[config.mk]
export PLATFORM = sky130hd
export DESIGN_NAME = ex_stage_alu
export DESIGN_NICKNAME = d
export VERILOG_FILES = /design/src/rtl/ex_stage_alu_pkg.sv /design/src/rtl/ex_stage_alu_alu_core.sv /design/src/rtl/ex_stage_alu.sv
export SDC_FILE = /design/constraint.sdc
export NUM_CORES = 1
export LEC_CHECK = 0
export CORE_AREA = 2 2 188 190
export DETAILED_ROUTE_END_ITERATION = 10
export DIE_AREA = 0 0 190 192
export SYNTH_ARGS = -nofsm -noshare
export SYNTH_HDL_FRONTEND = slang
export SYNTH_SLANG_ARGS = --single-unit
[constraint.sdc]
create_clock -name clk -period 7.25 [get_ports clk]
set_input_delay 0.725 -clock clk [delete_from_list [all_inputs] [get_ports clk]]
set_output_delay 0.725 -clock clk [all_outputs]
set_load 0.02 [all_outputs]
[src/rtl/ex_stage_alu_pkg.sv]
// Shared constants for the execute stage: ALU operation codes
// (also used by the ALU control decoder) and forward selects.
package ex_stage_alu_pkg;

   localparam logic [3:0] ALUAND = 4'b0000;
   localparam logic [3:0] ALUOR  = 4'b0001;
   localparam logic [3:0] ALUADD = 4'b0010;
   localparam logic [3:0] ALUXOR = 4'b0011;
   localparam logic [3:0] ALUSUB = 4'b0110;
   localparam logic [3:0] ALUSLT = 4'b0111;

   localparam logic [1:0] FWD_RF    = 2'b00;
   localparam logic [1:0] FWD_WB    = 2'b01;
   localparam logic [1:0] FWD_EXMEM = 2'b10;

endpackage

[src/rtl/ex_stage_alu_alu_core.sv]
// Combinational ALU: result, zero flag and undefined-code flag.
module alu_core
   import ex_stage_alu_pkg::*;
#(
   parameter int XLEN = 32
) (
   input  logic [XLEN-1:0] a,
   input  logic [XLEN-1:0] b,
   input  logic [3:0]      alu_controle,
   output logic [XLEN-1:0] result,
   output logic            zero,
   output logic            illegal
);

   always_comb begin
      result  = '0;
      illegal = 1'b0;
      case (alu_controle)
         ALUAND: result = a & b;
         ALUOR:  result = a | b;
         ALUADD: result = a + b;
         ALUXOR: result = a ^ b;
         ALUSUB: result = a - b;
         ALUSLT: result = {{(XLEN-1){1'b0}}, ($signed(a) < $signed(b))};
         default: illegal = 1'b1;
      endcase
   end

   assign zero = (result == '0);

endmodule

[src/rtl/ex_stage_alu.sv]
// RV32 execute stage: operand forwarding, ALU, BEQ resolution
// and the EX/MEM pipeline register.
module ex_stage_alu
   import ex_stage_alu_pkg::*;
#(
   parameter int XLEN    = 32,
   parameter int REGADDR = 5
) (
   input  logic               clk,
   input  logic               rst_n,
   input  logic               in_valid,
   input  logic [3:0]         alu_controle,
   input  logic [XLEN-1:0]    rs1_data,
   input  logic [XLEN-1:0]    rs2_data,
   input  logic [XLEN-1:0]    imm,
   input  logic [XLEN-1:0]    pc_in,
   input  logic               alu_src,
   input  logic [1:0]         fwd_a,
   input  logic [1:0]         fwd_b,
   input  logic [XLEN-1:0]    memwb_data,
   input  logic [REGADDR-1:0] rd_in,
   input  logic               reg_write_in,
   input  logic               mem_read_in,
   input  logic               mem_write_in,
   input  logic               mem_to_reg_in,
   input  logic               branch_in,
   input  logic               stall,
   input  logic               flush,
   output logic               out_valid,
   output logic [XLEN-1:0]    alu_result,
   output logic [XLEN-1:0]    store_data,
   output logic [REGADDR-1:0] rd_out,
   output logic               reg_write_out,
   output logic               mem_read_out,
   output logic               mem_write_out,
   output logic               mem_to_reg_out,
   output logic               zero_out,
   output logic               branch_taken,
   output logic [XLEN-1:0]    branch_target,
   output logic               alu_illegal
);

   logic [XLEN-1:0] op_a;
   logic [XLEN-1:0] fwd_b_val;
   logic [XLEN-1:0] op_b;
   logic [XLEN-1:0] res;
   logic            zero;
   logic            illegal;
   logic            v;

   // Reserved select 11 falls back to the register file value
   always_comb begin
      case (fwd_a)
         FWD_WB:    op_a = memwb_data;
         FWD_EXMEM: op_a = alu_result;
         default:   op_a = rs1_data;
      endcase
      case (fwd_b)
         FWD_WB:    fwd_b_val = memwb_data;
         FWD_EXMEM: fwd_b_val = alu_result;
         default:   fwd_b_val = rs2_data;
      endcase
   end

   assign op_b = alu_src ? imm : fwd_b_val;
   assign v    = in_valid & ~flush;

   alu_core #(.XLEN(XLEN)) u_alu (
      .a            (op_a),
      .b            (op_b),
      .alu_controle (alu_controle),
      .result       (res),
      .zero         (zero),
      .illegal      (illegal)
   );

   // Flush overrides stall so a bubble is always inserted
   always_ff @(posedge clk) begin
      if (!rst_n) begin
         out_valid      <= 1'b0;
         alu_result     <= '0;
         store_data     <= '0;
         rd_out         <= '0;
         reg_write_out  <= 1'b0;
         mem_read_out   <= 1'b0;
         mem_write_out  <= 1'b0;
         mem_to_reg_out <= 1'b0;
         zero_out       <= 1'b0;
         branch_taken   <= 1'b0;
         branch_target  <= '0;
         alu_illegal    <= 1'b0;
      end else if (flush || !stall) begin
         out_valid      <= v;
         alu_result     <= res;
         store_data     <= fwd_b_val;
         rd_out         <= rd_in;
         reg_write_out  <= v & reg_write_in & ~illegal;
         mem_read_out   <= v & mem_read_in & ~illegal;
         mem_write_out  <= v & mem_write_in & ~illegal;
         mem_to_reg_out <= v & mem_to_reg_in;
         zero_out       <= zero;
         branch_taken   <= v & branch_in & zero;
         branch_target  <= pc_in + imm;
         alu_illegal    <= v & illegal;
      end
   end

endmodule

# After elaboration in Yosys (flattened, before gate mapping)
# Index checks and enable logic that the tools add are counted.
word_totals:
  regBits: 109
op_classes:
  add_sub_neg: 3
  order_cmp: 1
  eq_ne: 9
  n_mux: 5
  bitwise_logic: 15
  n_reduce_logical: 5
op_table:
  columns: ["operator", "n"]
  rows:
  - ["$pmux 32 s6", 1]
  - ["$pmux 32 s2", 2]
  - ["$add 32x32->32", 2]
  - ["$and 32x32->32", 1]
  - ["$logic_not 32->1", 1]
  - ["$lt 32x32->1", 1]
  - ["$mux 32", 1]
  - ["$or 32x32->32", 1]
  - ["$sub 32x32->32", 1]
  - ["$xor 32x32->32", 1]
  - ["$and 1x1->1", 11]
  - ["$eq 4x2->1 const B", 2]
  - ["$eq 4x3->1 const B", 2]
  - ["$reduce_or 6->1", 1]
  - ["$eq 2x1->1 const B", 2]
  - ["$eq 2x2->1 const B", 2]
  - ["$eq 4x1->1 const B", 1]
  - ["$logic_not 4->1", 1]
  - ["$logic_not 1->1", 1]
  - ["$logic_or 1x1->1", 1]
  - ["$mux 1", 1]
  - ["$not 1->1", 1]

# Depth between registers and ports, before layout
# Gate-level depths: netlist of run 1.
logic_depth:
  depth_word: 7
  mapped_depth: 21
  ltp_nobuf: 20

# Hierarchy
# Synthesis of run 1 repeated with hierarchy kept, for this count alone.
hier_totals:
  cells_unflattened: 1907
  area_unflattened_um2: 12951.2
modules_own_cells:
  columns: ["module", "instances", "cells_per_inst", "area_per_inst_um2", "seq_area_each_um2"]
  rows:
  - ["ex_stage_alu", 1, 1006, 7168.1, 2182.1]
  - ["alu_core", 1, 901, 5783.0, 0.0]

# Worst setup path before layout of run 1
# OpenSTA, ideal clock, no wires.
synth_timing:
  kind: "input to register"
  startpoint: "input fwd_b[0]"
  endpoint: "register branch_taken"
  setup_ns: 0.096
  arrival_time_ns: 5.030
  required_ns: 7.154
  path_slack_ns: 2.124
  cell_stages: 20
  path_cell_list: "inv_1 -> ha_1 -> clkbuf_1 -> clkbuf_1 -> a21oi_1 -> o21ai_0 -> ha_1 -> inv_1 -> fa_1 -> nor2b_1 -> o2111ai_1 -> a211oi_2 -> nor3_2 -> o21ai_0 -> o32a_1 -> o21ai_0 -> or4b_1 -> a2111oi_2 -> nand4_1 -> o41ai_2"
synth_via:
  elab_chain_len: 7
synth_lines:
  columns: ["element", "line_no", "rtl"]
  rows:
  - ["start: declaration", "ex_stage_alu.sv:19", "input logic [1:0] fwd_b,"]
  - ["$eq 2x2->1 or $eq 2x1->1 (tied branches)", "ex_stage_alu.sv:58", "case (fwd_b)"]
  - ["$pmux 32 s2 (*)", "ex_stage_alu.sv:58", null]
  - ["$mux 32 (*)", "ex_stage_alu.sv:65", "assign op_b = alu_src ? imm : fwd_b_val;"]
  - ["$sub 32x32->32 (tied with other cells)", "ex_stage_alu_alu_core.sv:23", "ALUSUB: result = a - b;"]
  - ["$pmux 32 s6 (*)", "ex_stage_alu_alu_core.sv:18", "case (alu_controle)"]
  - ["$logic_not 32->1 (*)", "ex_stage_alu_alu_core.sv:29", "assign zero = (result == '0);"]
  - ["$and 1x1->1 (*)", "ex_stage_alu.sv:102", "branch_taken <= v & branch_in & zero;"]
  - ["end signal: assignment", "ex_stage_alu.sv:102", null]
  - ["end: declaration", "ex_stage_alu.sv:38", "output logic branch_taken,"]
# Mark *: on every way between the ends. The rest lies on a longest branch, timed or not.
# A chain may end at the register's enable or synchronous reset.

# Worst setup path after layout of run 1
# Same ends and word-level chain as after synthesis.

==> results of run 1 <==
power by group:
group          internal [mW]  switching (mW)  total, mW
combinational          0.610           0.957       1.57
clock                  0.245           0.274      0.519
sequential             0.658          0.0542      0.712
total                   1.51            1.29       2.80
critical path: cells and delay by family:
family	cells	cell delay [ns]
compound gates	9	2.42
fa+ha+maj	2	1.20
buf+inv	3	0.99
simple gates	5	1.30
through the flow:
| step | std cells | setup WS (ns) | total power, mW | util (%) | area, sq um |
|---|---|---|---|---|---|
| 5_1_grt | 2529 | 0.556 | 2.96 | 46.9 | 16100 |
| 2_1_floorplan | 1862 | 2.12 | 1.68 | - | 12500 |
| 3_5_place_dp | 2512 | 0.618 | 2.25 | 46.1 | 15800 |
| 6_report | 2530 | 0.896 | 2.80 | 46.9 | 16100 |
| 3_3_place_gp | 2512 | 0.747 | 2.25 | 46.1 | 15800 |
| 4_1_cts | 2528 | 1.02 | 2.78 | 46.9 | 16100 |
final timing paths:
check | slack [ns] | end | start | cells past startpoint
worst max register to register | 2.10 | branch_taken | alu_result[0] | 18
worst min-delay path | 0.45 | rd_out[4] | rd_out[4] | 2
worst max-delay path | 0.90 | branch_taken | fwd_b[0] | 19
worst min register to register | 0.45 | rd_out[4] | rd_out[4] | 2
cells by family (layout without fill, tap and decap cells):
kind of cell,after synthesis,after routing
compound gates,700,700
simple gates,633,633
buf+inv,243,454
fa+ha+maj,142,142
flops,109,109
xor+xnor,31,31
mux,4,4
other cells,0,2
cell type report:
cell class / count / area (sq um) / area share [%]
diodes: 2 / 5.00 / 0.0311
clock buffers: 11 / 243 / 1.51
clock inverters: 5 / 35.0 / 0.218
inverters: 116 / 437 / 2.72
multi-input cells: 1510 / 9460 / 58.9
flip-flops and latches: 109 / 2180 / 13.6
well taps: 455 / 569 / 3.54
repair buffers: 322 / 3140 / 19.5
cell usage in the layout (no fill, tap or decap), drive strengths merged, types with 75 or more instances in the layout:
master / n
a22oi: 75
inv: 115
nor2: 244
a21oi: 232
o21ai: 138
ha: 139
dfxtp: 109
nand2: 217
clkdlybuf4s50: 291
state kept, by name, summed over array words and instances, names as in the netlist:
| name | cells |
|---|---|
| alu_illegal | 1 |
| alu_result | 32 |
| branch_taken | 1 |
| branch_target | 32 |
| mem_read_out | 1 |
| mem_to_reg_out | 1 |
| mem_write_out | 1 |
| out_valid | 1 |
| rd_out | 5 |
| reg_write_out | 1 |
| store_data | 32 |
| zero_out | 1 |
routing by layer:
| layer | vias to the layer above | global-route usage, % | share of wire [%] |
|---|---|---|---|
| met3 | 122 | 4.29 | 7.3 |
| met1 | 7189 | 40.6 | 43 |
| met5 | - | 0 | 0.019 |
| met4 | 2 | 14.6 | 4.5 |
| li1 | 7101 | - | - |
| met2 | 741 | 49.8 | 46 |
==> metrics.md, run 1 <==
| Metric | Value |
|---|---|
| Kind of critical path | `primary input to register` |
| Worst-Skew Late Latency | `approximately 0.39 ns` |
| Fin nets | `between 2000 and 2500` |
| Area share of the largest cell type after synthesis | `around 17%` |
| Via Count | `15200` |
| Share of cells above drive strength 1 | `between 4 and 5%` |
| Largest net degree at the start of global routing | `between 70 and 80` |
| Sequential area share after synthesis | `17.4%` |
| Biggest area consumer among synthesized cells | `dfxtp_1` |
| First-pass GRT wire length | `about 87000 um` |
| Worst Clk Skew | `around 0.012 ns` |
| Cell Chain, Critical Path | `clkdlybuf4s50_1, inv_1, ha_2, buf_4, nor2_1, a21oi_1, o21ai_0, ha_1, a21oi_1, o21ai_1, nand2b_1, nor3_2, o21ai_0, a21boi_0, o21ai_0, or4b_1, a2111oi_2, nand4_1, o41ai_2` |
| CP most frequent cell | `o21ai_0` |
| Fill count | `about 3500` |
| Register bit total from synthesis | `between 100 and 150` |
| Critical Path RT | `approximately 7.6 ns` |
| Main combinational cell family by area after synthesis | `compound AO/OA/AOI/OAI gates` |
| Port buffer count | `around 290` |
| Total track usage | `~31%` |
| GPL Wtd Cong | `1.00` |
| Slew HR | `about 35%` |
| Power Dens Cells | `~170 mW/mm^2` |
| # IOs | `293` |
| Clk buf depth | `2` |
| Initial antenna violation count | `3` |
| Synth Area in Compound Gates | `between 30% and 40%` |
| Die height | `approximately 190 um` |
| TritonCTS buffer count | `9` |
| Max cap viols | `0` |
| Worst setup SP type | `primary input` |
| Hold Crit Class | `register to register` |
| Top-count cell post-synth | `nor2_1` |
| RSZ-0062 raised after global routing | `no` |
| Layout area overhead | `28.3%` |
| Mux cell area share after synthesis | `less than 1%` |
| Hold buffers post-CTS | `0` |
| Post-synth EDFFs | `0` |
| Reg clk slew, reported paths | `0.09 ns` |
| Post-Syn Instances | `around 1900` |
| Root buffer cell | `clkbuf_16` |
| Top cells by count, synth | `244 x nor2_1, 232 x a21oi_1, 217 x nand2_1, 139 x ha_1, 133 x o21ai_0` |
| Row Count | `a little under 70` |
| H-tree levels | `3` |
| Fmax | `between 150 and 200 MHz` |
| VDD IR-drop max | `approximately 140 uV` |
| Die area | `~0.036 sq mm` |
| Antenna Violating Nets Remaining | `0` |
| GRT overflow | `0` |
| Die Wd | `roughly 190 um` |
| CP peak stage delay | `roughly 0.64 ns` |
| Top post-synthesis cells by area | `dfxtp_1 17%, ha_1 14%, a21oi_1 9.3%, nor2_1 7.3%, nand2_1 6.5%` |
| Post-route DRC violation count | `0` |
| Synth Area in XOR/XNOR | `under 10%` |
| Synth Warn # | `0` |
| Slowest cell on crit path | `ha_2` |
| Detailed Place HPWL | `~45000 um` |
| Cts repair resizes | `0` |
| Leak Pwr | `~6.6 nW` |
| Async S/R FF share, synth | `0%` |
| Slew Viols, Final | `0` |
| Routed len/inst | `roughly 23 um` |
| Worst-margin pin slew | `0.969 ns` |
| Worst hold margin | `0.451 ns` |
| Vias in the first global route | `about 14000` |
| DRT Wirelength | `around 58000 um` |
| Initial DRT Pass Iterations | `6` |
| Crit Path Max Fanout | `37` |
| Ys flop type | `dfxtp_1` |
| Final Critical Period | `6.35 ns` |
| CORE AREA | `roughly 0.034 sq mm` |
| DRT iter0 DRCs | `roughly 1800` |
| Worst EP arrival | `roughly 6.7 ns` |
| Hold Fails Final Rpt | `0` |
| Post-CTS Setup Bufs | `0` |
| DR vias/cell | `about 6` |
| CTS tree | `built` |
| Crit share post-route | `87.6%` |
| Simple-gate share of the synthesized area | `22.3%` |
| Mapped Avg Cell Area | `~6.7 sq um` |
| Nature of the critical path endpoint | `register` |
| Mapped Area | `~0.013 sq mm` |
| Initial Util | `36.6%` |
| Post-Synth Adder-Cell Area | `around 14%` |
| Final setup TNS | `0 ns` |
| Syn_nets | `2188` |
| Status | `finished clean` |
| Endpoints failing setup | `0` |
| Clock sinks | `109` |
| Unique masters post-synth | `88` |
(Power assumes the default switching activity.)
==> inputs of run 2 (changes only) <==
- PLACE_DENSITY: unset -> 0.68
==> run 2 against run 1 <==
Effect of this change: utilization rose by 0.088 points; sequential share of layout area about the same; routed wire length down 1.3%; non-clock buffer count increased by 4; via count grew 1.0%; largest power group unchanged.
==> metrics.md, run 2 (synthesized netlist as in run 1, its figures left out) <==
| Metric | Value |
|---|---|
| Status | `finished clean` |
| DRT Wirelength | `57200 um (-1.3%)` |
| Largest net degree at the start of global routing | `106 (+49%)` |
| Reg clk slew, reported paths | `0.09 ns (about the same)` |
| Port buffer count | `292 (unchanged)` |
| Power Dens Cells | `174 mW/mm^2 (about the same)` |
| Initial Util | `36.6% (unchanged)` |
| First-pass GRT wire length | `85500 um (-1.4%)` |
| Clock Power Share | `18.4% (about the same)` |
| CORE AREA | `0.0343 sq mm (unchanged)` |
| Critical Path RT | `7.54 ns (about the same)` |
| Pint | `1.51 mW (about the same)` |
| Root buffer cell | `clkbuf_16` |
| Die height | `192 um (unchanged)` |
| Worst Clk Skew | `0.0143 ns (+0.00205 ns)` |
| Worst-Skew Late Latency | `0.38 ns (about the same)` |
| Fin cells | `2532 (+0.079%)` |
| DRT iter0 DRCs | `1684 (-5.1%)` |
| Clk buf depth | `2 (unchanged)` |
| Kind of critical path | `primary input to register` |
| Register share of total power | `25.3% (about the same)` |
| Worst setup SP type | `primary input` |
| Sw Ratio | `46.0% (+0.10 points)` |
| Total track usage | `30.2% (-0.61 points)` |
| Top Registers | `alu_result (32), branch_target (32), store_data (32)` |
| Via Count | `15300 (+1.0%)` |
| Cells after DPL | `2516 (+0.16%)` |
| GRT overflow | `0 (unchanged)` |
| Vias in the first global route | `14500 (+2.1%)` |
| Slew HR | `26.8% (-8.5 points)` |
| Slew Viols, Final | `0 (unchanged)` |
| Final Critical Period | `6.67 ns (+0.320 ns)` |
| Fmax | `150 MHz (-4.8%)` |
| Fin nets | `2398 (+0.17%)` |
| Leak Pwr | `6.60 nW (+0.20%)` |
| Worst-margin pin slew | `1.10 ns (+0.128 ns)` |
| CTS tree | `built` |
| Routed len/inst | `22.6 um (-1.4%)` |
| Worst hold margin | `0.454 ns (+0.00366 ns)` |
| H-tree levels | `3 (unchanged)` |
| Hold buffers post-CTS | `0 (unchanged)` |
| Crit share post-route | `92.1% (+4.4 points)` |
| Endpoints failing setup | `0 (unchanged)` |
| Share of cells above drive strength 1 | `4.24% (+0.14 points)` |
| TritonCTS buffer count | `9 (unchanged)` |
| Die Wd | `190 um (unchanged)` |
| Row Count | `68 (unchanged)` |
| # IOs | `293 (unchanged)` |
| Initial DRT Pass Iterations | `6 (unchanged)` |
| Comb pwr share | `56.3% (+0.3 points)` |
| Switching power | `1.29 mW (+0.44%)` |
| Crit Path Max Fanout | `32 (-14%)` |
| Antenna diode count | `0 (-2)` |
| Cts repair resizes | `0 (unchanged)` |
| Layout area overhead | `28.5%` |
| Final Util | `47.0% (+0.088 points)` |
| Fill count | `3527 (+0.057%)` |
| Nature of the critical path endpoint | `register` |
| Placed cell area | `0.0158 sq mm (+0.24%)` |
| Die area | `0.0365 sq mm (unchanged)` |
| RSZ-0062 raised after global routing | `no` |
| Clock sinks | `109 (unchanged)` |
| Final setup TNS | `0 ns (unchanged)` |
| Max cap viols | `0 (unchanged)` |
| Hold Crit Class | `register to register` |
| Post-CTS Setup Bufs | `0 (unchanged)` |
| DR vias/cell | `6.05 (+0.94%)` |
| Commonest non-fill, non-tap cells in the layout | `291 x clkdlybuf4s50_1, 243 x nor2_1, 232 x a21oi_1` |
| Hold Fails Final Rpt | `0 (unchanged)` |
| Antenna Violating Nets Remaining | `0 (unchanged)` |
| Initial antenna violation count | `0 (-3)` |
| Commonest non-fill, non-tap cell in the layout | `clkdlybuf4s50_1` |
| Detailed Place HPWL | `44200 um (-1.2%)` |
| Worst EP arrival | `6.97 ns (+0.32 ns)` |
| Design Area, Final | `0.0161 sq mm (+0.19%)` |
| VDD IR-drop max | `121 uV (-11%)` |
| GPL Wtd Cong | `0.968 (-3.5%)` |
| Post-route DRC violation count | `0 (unchanged)` |
[run 2: path summary, 6_finish.rpt]
path	start	end	slack (ns)	cells after the start
worst min-delay path	rd_out[0]	rd_out[0]	0.45	2
worst max register to register	alu_result[10]	branch_taken	1.82	16
worst min register to register	rd_out[0]	rd_out[0]	0.45	2
worst max-delay path	fwd_b[0]	branch_taken	0.58	19
[run 2: final cells by class]
class                           count  area, sq um  share of cell area [%]
Tap cell                          455          569                    3.53
Multi-Input combinational cell   1510         9460                    58.7
Sequential cell                   109         2180                    13.5
Timing Repair Buffer              326         3190                    19.8
Clock inverter                      5         42.5                   0.264
Inverter                          116          437                    2.71
Clock buffer                       11          233                    1.44
[run 2: per-layer routing]
| layer | share of wire [%] | GRT usage (%) | vias up |
|---|---|---|---|
| li1 | - | - | 7089 |
| met1 | 41 | 38.9 | 7215 |
| met2 | 46 | 50.2 | 866 |
| met3 | 7.9 | 4.40 | 140 |
| met4 | 4.6 | 13.4 | 0 |
| met5 | 0 | 0 | - |
[run 2: power groups by stage]
stage          sequential (mW)  combinational, mW  clock (mW)
2_1_floorplan            0.778              0.900           0
3_3_place_gp             0.721               1.53           0
3_5_place_dp             0.721               1.53           0
4_1_cts                  0.708               1.55       0.522
5_1_grt                  0.716               1.70       0.538
6_report                 0.709               1.58       0.517
[run 2: critical path, stage by stage]
cell,delay [ns]
clkdlybuf4s50_1,0.43
inv_1,0.07
ha_2,0.71
a22oi_1,0.21
nor2_1,0.22
a21oi_1,0.12
o21ai_0,0.65
ha_1,0.39
or2_1,0.30
nor3_1,0.21
and3_2,0.26
nor2_1,0.12
o31ai_4,0.32
a31oi_1,0.32
o21ai_0,0.46
or4b_1,0.50
a2111oi_2,0.40
nand4_1,0.23
o41ai_2,0.32
[run 2: per-stage QoR]
| step | power, mW | setup WS [ns] |
|---|---|---|
| after floorplan | 1.68 | 2.12 |
| after global placement | 2.25 | 0.531 |
| after detailed placement | 2.26 | 0.337 |
| after CTS | 2.78 | 0.764 |
| after global routing | 2.95 | 0.466 |
| final | 2.80 | 0.576 |
